<file path="config.mk">
export PLATFORM = sky130hd
export DESIGN_NAME = simon_serial_datapath_flat
export DESIGN_NICKNAME = d
export VERILOG_FILES = /design/src/rtl/simon_serial_datapath_if.sv /design/src/rtl/simon_serial_datapath.sv /design/src/flat_wrapper.sv
export SDC_FILE = /design/constraint.sdc
export NUM_CORES = 1
export LEC_CHECK = 0
export ABC_AREA = 1
export CORE_ASPECT_RATIO = 0.9
export CORE_MARGIN = 2
export CORE_UTILIZATION = 53
export CTS_CLUSTER_DIAMETER = 100
export DETAILED_ROUTE_END_ITERATION = 6
export PLACE_DENSITY_LB_ADDON = 0.3
export SKIP_CTS_REPAIR_TIMING = 1
export SYNTH_ARGS = -nofsm -noshare
export SYNTH_HDL_FRONTEND = slang
export SYNTH_SLANG_ARGS = --single-unit
</file>
<file path="constraint.sdc">
create_clock -name clk -period 4.3 [get_ports clk]
set_input_delay 0.645 -clock clk [delete_from_list [all_inputs] [get_ports clk]]
set_output_delay 0.645 -clock clk [all_outputs]
set_load 0.005 [all_outputs]
</file>
<file path="src/rtl/simon_serial_datapath_if.sv">
// -----------------------------------------------------------------------------
// simon_serial_datapath_if
//   Signal bundle between the bit-serial Simon 128/128 datapath and its
//   surroundings (serial input source, key-schedule block, ciphertext sink).
//
//   start        begin an encryption (sampled only while idle)
//   data_in      shared serial input: key bits, then plaintext bits, LSB first
//   key_bit      current round-key bit from the key schedule (combinational)
//   data_rdy     phase code to the key schedule: 0 idle, 1 hold, 2 load, 3 run
//   bit_counter  bit index within the 64-bit word while running, else 0
//   ct_out       serial ciphertext bit, ct_valid marks it
//   busy         high whenever the datapath is not idle
//   done         one-cycle pulse after the last ciphertext bit
//   round_strobe one-cycle pulse per completed round
//                (present only when SIMON_ROUND_STROBE_EN is defined)
//
//   slave  : the datapath side
//   master : the side driving start/data_in/key_bit
// -----------------------------------------------------------------------------
interface simon_serial_datapath_if;
   logic       start;
   logic       data_in;
   logic       key_bit;
   logic [1:0] data_rdy;
   logic [5:0] bit_counter;
   logic       ct_out;
   logic       ct_valid;
   logic       busy;
   logic       done;
`ifdef SIMON_ROUND_STROBE_EN
   logic       round_strobe;

   modport slave (
      input  start, data_in, key_bit,
      output data_rdy, bit_counter, ct_out, ct_valid, busy, done, round_strobe
   );
   modport master (
      output start, data_in, key_bit,
      input  data_rdy, bit_counter, ct_out, ct_valid, busy, done, round_strobe
   );
`else
   modport slave (
      input  start, data_in, key_bit,
      output data_rdy, bit_counter, ct_out, ct_valid, busy, done
   );
   modport master (
      output start, data_in, key_bit,
      input  data_rdy, bit_counter, ct_out, ct_valid, busy, done
   );
`endif
endinterface

</file>
<file path="src/rtl/simon_serial_datapath.sv">
// -----------------------------------------------------------------------------
// simon_serial_datapath
//   Bit-serial Simon 128/128 encryption datapath and sequencer, one bit per
//   clock. Works beside a bit-serial key-expansion block: it drives that
//   block's phase code (data_rdy) and bit_counter and consumes its serial
//   round-key bit (key_bit), LSB first.
//
//   Sequence: IDLE -> LOAD_KEY (128 cycles, key schedule shifts data_in)
//          -> LOAD_PT (128 cycles, y then x sampled LSB first)
//          -> RUN (ROUNDS x 64 cycles) -> OUT (128 cycles, y then x) -> IDLE.
//
//   Ports: clk, rst (asynchronous, active high), bus (slave modport of
//   simon_serial_datapath_if, see that file for the signal list).
//
//   Optional: define SIMON_ROUND_STROBE_EN to add bus.round_strobe, a
//   registered pulse in the first cycle of each new round and of OUT.
// -----------------------------------------------------------------------------
module simon_serial_datapath #(
   parameter int unsigned ROUNDS = 68
) (
   input  logic                  clk,
   input  logic                  rst,
   simon_serial_datapath_if.slave bus
);

   localparam logic [2:0] S_IDLE     = 3'd0;
   localparam logic [2:0] S_LOAD_KEY = 3'd1;
   localparam logic [2:0] S_LOAD_PT  = 3'd2;
   localparam logic [2:0] S_RUN      = 3'd3;
   localparam logic [2:0] S_OUT      = 3'd4;

   localparam logic [6:0] LAST_ROUND = 7'(ROUNDS - 1);

   logic [2:0]  state_q, state_d;
   logic [6:0]  cnt_q, cnt_d;       // load/out bit count; low 6 bits index RUN bits
   logic [6:0]  round_q, round_d;
   logic [63:0] x_q, x_d;
   logic [63:0] y_q, y_d;
   logic        ct_out_q, ct_out_d;
   logic        done_q, done_d;
   logic        new_x;
   logic        x_m1, x_m2, x_m8;
   logic [1:0]  data_rdy;

   // x and y rotate right one place per cycle, so bit i of the word being
   // processed always sits at position 0. Once bit j has been processed the
   // old x[j] lives in y (new_y = old x), so taps behind the current bit are
   // read from y; taps that wrap below bit 0 still find the untouched high
   // bits of the old x at the top of x.
   always_comb begin
      x_m1  = (cnt_q[5:0] == 6'd0) ? x_q[63] : y_q[63];
      x_m2  = (cnt_q[5:1] == 5'd0) ? x_q[62] : y_q[62];
      x_m8  = (cnt_q[5:3] == 3'd0) ? x_q[56] : y_q[56];
      new_x = y_q[0] ^ (x_m1 & x_m8) ^ x_m2 ^ bus.key_bit;
   end

   // NOTE: every signal gets a default before the case so no path leaves it
   // unassigned; otherwise synthesis would infer a latch.
   always_comb begin
      state_d = state_q;
      cnt_d   = cnt_q;
      round_d = round_q;
      x_d     = x_q;
      y_d     = y_q;
      done_d  = 1'b0;
      case (state_q)
         S_IDLE: begin
            if (bus.start) begin
               state_d = S_LOAD_KEY;
               cnt_d   = '0;
            end
         end
         S_LOAD_KEY: begin
            cnt_d = cnt_q + 7'd1;
            if (cnt_q == 7'd127) begin
               state_d = S_LOAD_PT;
               cnt_d   = '0;
            end
         end
         S_LOAD_PT: begin
            // {x,y} is one 128-bit chain: the first bit ends up in y[0]
            x_d   = {bus.data_in, x_q[63:1]};
            y_d   = {x_q[0], y_q[63:1]};
            cnt_d = cnt_q + 7'd1;
            if (cnt_q == 7'd127) begin
               state_d = S_RUN;
               cnt_d   = '0;
            end
         end
         S_RUN: begin
            x_d   = {new_x, x_q[63:1]};
            y_d   = {x_q[0], y_q[63:1]};
            cnt_d = {1'b0, cnt_q[5:0] + 6'd1};
            if (cnt_q[5:0] == 6'd63) begin
               if (round_q == LAST_ROUND) begin
                  state_d = S_OUT;
                  round_d = '0;
                  cnt_d   = '0;
               end else begin
                  round_d = round_q + 7'd1;
               end
            end
         end
         S_OUT: begin
            x_d   = {1'b0, x_q[63:1]};
            y_d   = {x_q[0], y_q[63:1]};
            cnt_d = cnt_q + 7'd1;
            if (cnt_q == 7'd127) begin
               state_d = S_IDLE;
               cnt_d   = '0;
               done_d  = 1'b1;
            end
         end
         default: state_d = S_IDLE;
      endcase
      // ct_out is registered: load the bit that will sit at y[0] next cycle
      ct_out_d = (state_d == S_OUT) ? y_d[0] : 1'b0;
   end

   // NOTE: sequential state uses non-blocking assignments so every flop sees
   // the pre-edge values of the others. The x/y datapath registers are reset
   // as well so an aborted run leaves no plaintext or key material behind.
   always_ff @(posedge clk or posedge rst) begin
      if (rst) begin
         state_q  <= S_IDLE;
         cnt_q    <= '0;
         round_q  <= '0;
         x_q      <= '0;
         y_q      <= '0;
         ct_out_q <= 1'b0;
         done_q   <= 1'b0;
      end else begin
         state_q  <= state_d;
         cnt_q    <= cnt_d;
         round_q  <= round_d;
         x_q      <= x_d;
         y_q      <= y_d;
         ct_out_q <= ct_out_d;
         done_q   <= done_d;
      end
   end

   always_comb begin
      case (state_q)
         S_LOAD_KEY:       data_rdy = 2'd2;
         S_LOAD_PT, S_OUT: data_rdy = 2'd1;
         S_RUN:            data_rdy = 2'd3;
         default:          data_rdy = 2'd0;
      endcase
   end

   assign bus.data_rdy    = data_rdy;
   assign bus.bit_counter = (state_q == S_RUN) ? cnt_q[5:0] : 6'd0;
   assign bus.ct_out      = ct_out_q;
   assign bus.ct_valid    = (state_q == S_OUT);
   assign bus.busy        = (state_q != S_IDLE);
   assign bus.done        = done_q;

`ifdef SIMON_ROUND_STROBE_EN
   logic round_strobe_q, round_strobe_d;

   // fires after bit 63 of every round, i.e. in the first cycle of the next
   // round or of OUT
   always_comb begin
      round_strobe_d = (state_q == S_RUN) && (cnt_q[5:0] == 6'd63);
   end

   always_ff @(posedge clk or posedge rst) begin
      if (rst) round_strobe_q <= 1'b0;
      else     round_strobe_q <= round_strobe_d;
   end

   assign bus.round_strobe = round_strobe_q;
`endif

endmodule

</file>
<file path="src/flat_wrapper.sv">
// flat-port wrapper written by rule: the top's interface ports become plain ports
module simon_serial_datapath_flat 
#(
   parameter int unsigned ROUNDS = 68
)
  (clk, rst, bus_start, bus_data_in, bus_key_bit, bus_data_rdy, bus_bit_counter, bus_ct_out, bus_ct_valid, bus_busy, bus_done);
  simon_serial_datapath_if bus_i ();
  input  logic clk;
  input  logic rst;
  input wire logic [$bits(bus_i.start)-1:0] bus_start;
  input wire logic [$bits(bus_i.data_in)-1:0] bus_data_in;
  input wire logic [$bits(bus_i.key_bit)-1:0] bus_key_bit;
  output wire logic [$bits(bus_i.data_rdy)-1:0] bus_data_rdy;
  output wire logic [$bits(bus_i.bit_counter)-1:0] bus_bit_counter;
  output wire logic [$bits(bus_i.ct_out)-1:0] bus_ct_out;
  output wire logic [$bits(bus_i.ct_valid)-1:0] bus_ct_valid;
  output wire logic [$bits(bus_i.busy)-1:0] bus_busy;
  output wire logic [$bits(bus_i.done)-1:0] bus_done;
  assign bus_i.start = bus_start;
  assign bus_i.data_in = bus_data_in;
  assign bus_i.key_bit = bus_key_bit;
  assign bus_data_rdy = bus_i.data_rdy;
  assign bus_bit_counter = bus_i.bit_counter;
  assign bus_ct_out = bus_i.ct_out;
  assign bus_ct_valid = bus_i.ct_valid;
  assign bus_busy = bus_i.busy;
  assign bus_done = bus_i.done;
  simon_serial_datapath #(.ROUNDS(ROUNDS)) u_core (.clk(clk), .rst(rst), .bus(bus_i));
endmodule
</file>
==> impl_metrics.csv <==
group,metric,value,unit
worst_setup_path,path_max_fanout,52,
sta,setup_tns,0,ns
sta,setup_ws,1.326,ns
hold_path,min_path_type,"flop to flop",
synthesis,yosysTopAreaCellShare,61.43,%
worst_setup_path,end_kind,"primary output",
synthesis,syn_inst,699,
power,pwr_density_cell,428.5,nW/um2
power,irDropWorstVdd,0.3151,mV
global_route,antenna_found_initial,0,
sta,worstMarginPinSlew,1.151,ns
worst_setup_path,worst_path_max_delay_cell,"clkdlybuf4s50_1",
run_status,outcome,"completed",
place,place_congestion,0.8084,
sta,finalHoldViolCount,0,
sta,slew_viol_final,0,
floorplanning,num_rows,36,
synthesis,yosys_warnings,0,
routing,drc_errors,0,
synthesis,yosysMostFrequentCell,"nand2_1",
worst_setup_path,critPathLaunchType,"flop",
floorplanning,die_w,116.0,um
clocking,htree_levels,4,
synthesis,synthesis.nets,707,
routing,first_pass_iters,4,
synthesis,yosysSeqAreaShare,61.43,%
sta,slew_headroom,23.26,%
layout,fillers,939,
clocking,clock_sinks,147,
sta,grt_setup_unrepaired,"no",
synthesis,yosys_register_bits,147,
global_route,groute.usage.overall,18.98,%
floorplanning,die_h,104.8,um
synthesis,synth_top_family_by_area,"simple AND/OR/NAND/NOR gates",
place,dpl_cell_area,6231,um2
layout,area_delta_synth_final,13.94,%
sta,fin_skew,0.009041,ns
clocking,insertion_delay,0.41,ns
clocking,cts_root_buf,"clkbuf_16",
worst_setup_path,r2r_start,"u_core.state_q[1]$_DFF_PP0_",
worst_setup_path,cp_slowest_stage_delay,0.51,ns
layout,diodes,0,
clocking,cts_buffers,17,
floorplanning,coreArea,10900,um2
synthesis,synthTopCellsByArea,"dfrtp_1 61%, nand2_1 25%, inv_1 2.1%",
synthesis,synthArstFlopShare,100.0,%
clocking,clk_pin_slew,0.06,ns
synthesis,synth_cell_types,31,
worst_setup_path,arrival,2.33,ns
synthesis,syn_avg_cell_area,8.567,um2
worst_setup_path,crit_chain,"nor2_2 > nand2_1 > inv_2 > a21oi_4 > buf_4 > clkinv_2 > clkdlybuf4s50_1",
power,p_leak,0.003619,uW
place,hpwlAfterDp,5.969,mm
sta,period_needed,2.974,ns
place,pre_cts_ws,1.727,ns
synthesis,synth-edff-count,0,
floorplanning,start_util,54.94,%
global_route,grt_start_max_net_pins,126,
synthesis,synthAdderAreaFrac,0.6268,%
place,io_buffers,16,
floorplanning,die_area,12170,um2
sta,fin_crit_sh,69.15,%
layout,drive_above_1_share,6.639,%
floorplanning,pin_count,17,
layout,final_cell_area,6823,um2
synthesis,synthesis.area,5988,um2
worst_setup_path,r2r_setup_slack,1.76,ns
worst_setup_path,crit_type,"flop to primary output",
synthesis,yosysTopAreaCell,"dfrtp_1",
clocking,cts.path.max_buffers,2,
sta,max_clock_freq,336.3,MHz
routing,wl_per_cell,11.80,um
synthesis,synth_commonest_cells,"391 x nand2_1, 147 x dfrtp_1, 33 x inv_1",
global_route,grt_pass1_wl,18.42,mm
power,fin_total_pwr,2924,uW
routing,drt-initial-drc-count,454,
clocking,cts_tree,"done",
worst_setup_path,crit_path_start,"u_core.state_q[1]$_DFF_PP0_",
hold_path,worstHoldStart,"u_core.x_q[12]$_DFFE_PP0N_",
worst_setup_path,critical-path-top-delay-family,"buffers and inverters",
sta,finalSetupViolCount,0,
synthesis,synth_flop_cell,"dfrtp_1",
worst_setup_path,crit_buf_inv,4,
layout,nets,718,
run,maxCapViolations,0,
synthesis,synth-simple-area-share,29.31,%
routing,ant_nets,0,
routing,vias,4221,
global_route,grt_pass1_vias,4042,
synthesis,synth_xor_area_share,0.5850,%
synthesis,synth_compound_area_share,3.134,%
global_route,grt_overflow,0,
routing,wl,10.32,mm
routing,vias_per_cell,4.824,
synthesis,muxShareOfSynthArea,0,%
worst_setup_path,cp_data_required_time,3.65,ns
[flip-flops by register name (all words and copies together), names as in the netlist]
| name | flops |
|---|---|
| u_core.bus.ct_out | 1 |
| u_core.bus.done | 1 |
| u_core.cnt_q | 7 |
| u_core.round_q | 7 |
| u_core.state_q | 3 |
| u_core.x_q | 64 |
| u_core.y_q | 64 |
[layer usage]
| layer | up-vias | part of all wire [%] | global-route usage (%) |
|---|---|---|---|
| met5 | - | 0 | 0 |
| met2 | 58 | 46 | 27.94 |
| met3 | 7 | 3.4 | 4.698 |
| met4 | 0 | 0.90 | 7.483 |
| li1 | 2161 | - | - |
| met1 | 1995 | 49 | 27.18 |
[area by class of cell]
type                    count  area [um2]  share of cell area [%]
clock inverters             8       100.1                   1.467
inverters                  37       143.9                   2.109
flip-flops and latches    147        3679                   53.92
well taps                 152       190.2                   2.787
multi-input cells         487        2016                   29.54
clock buffers              24       491.7                   7.207
repair buffers             20       202.7                   2.971
[final timing paths]
check	depth (start not counted)	end
setup reg to reg	9	u_core.bus.ct_out$_DFF_PP0_
setup / recovery	7	bus_data_rdy[0]
hold / removal	2	u_core.x_q[11]$_DFFE_PP0N_
hold reg to reg	2	u_core.x_q[11]$_DFFE_PP0N_
min in group asynchronous	2	u_core.x_q[44]$_DFFE_PP0N_
max in group asynchronous	3	u_core.x_q[45]$_DFFE_PP0N_
[layout by cell type (no fill, tap or decap), types with 4 or more instances in the layout]
cell type,synthesis,final
inv_1,33,32
clkinvlp_4,0,5
dfrtp_1,147,147
o21ai_0,18,18
nor3_1,5,5
clkdlybuf4s50_1,0,16
nand3_1,16,16
clkbuf_8,0,4
nor2_1,23,23
clkbuf_16,0,17
nand4_1,6,6
nand2_1,391,391
[through the flow]
step,hold slack [ns],util (%),cells
2_1_floorplan,0.4414,-,699
3_3_place_gp,0.4494,57.16,843
6_report,0.4618,62.59,875
3_5_place_dp,0.4528,57.16,843
5_1_grt,0.4798,62.59,875
4_1_cts,0.4662,62.59,875
[kinds of logic (layout without fill, tap and decap cells)]
kind of cell             Yosys count  count (layout)
flip-flops                       147             147
XOR/XNOR                           4               4
adder cells (fa/ha/maj)            3               3
AND/OR/NAND/NOR                  449             449
buffers and inverters             65              89
AO/OA/AOI/OAI                     31              31
[worst reg2reg max path, cell delays in order (launching register included)]
cell      delay (ns)
dfrtp_1         0.45
nor2_2          0.18
nand2_1         0.13
inv_2           0.11
a21oi_4         0.03
buf_4           0.29
clkinv_2        0.10
buf_4           0.86
o21ai_1         0.17
nor2_1          0.13
[power by group]
group          internal [uW]  switching (uW)  leakage [uW]  total, uW
logic                   14.4            38.6       0.00141       53.1
clock network            914             537      0.000278       1450
registers               1410            12.6       0.00193       1420
(Power assumes the default switching activity.)
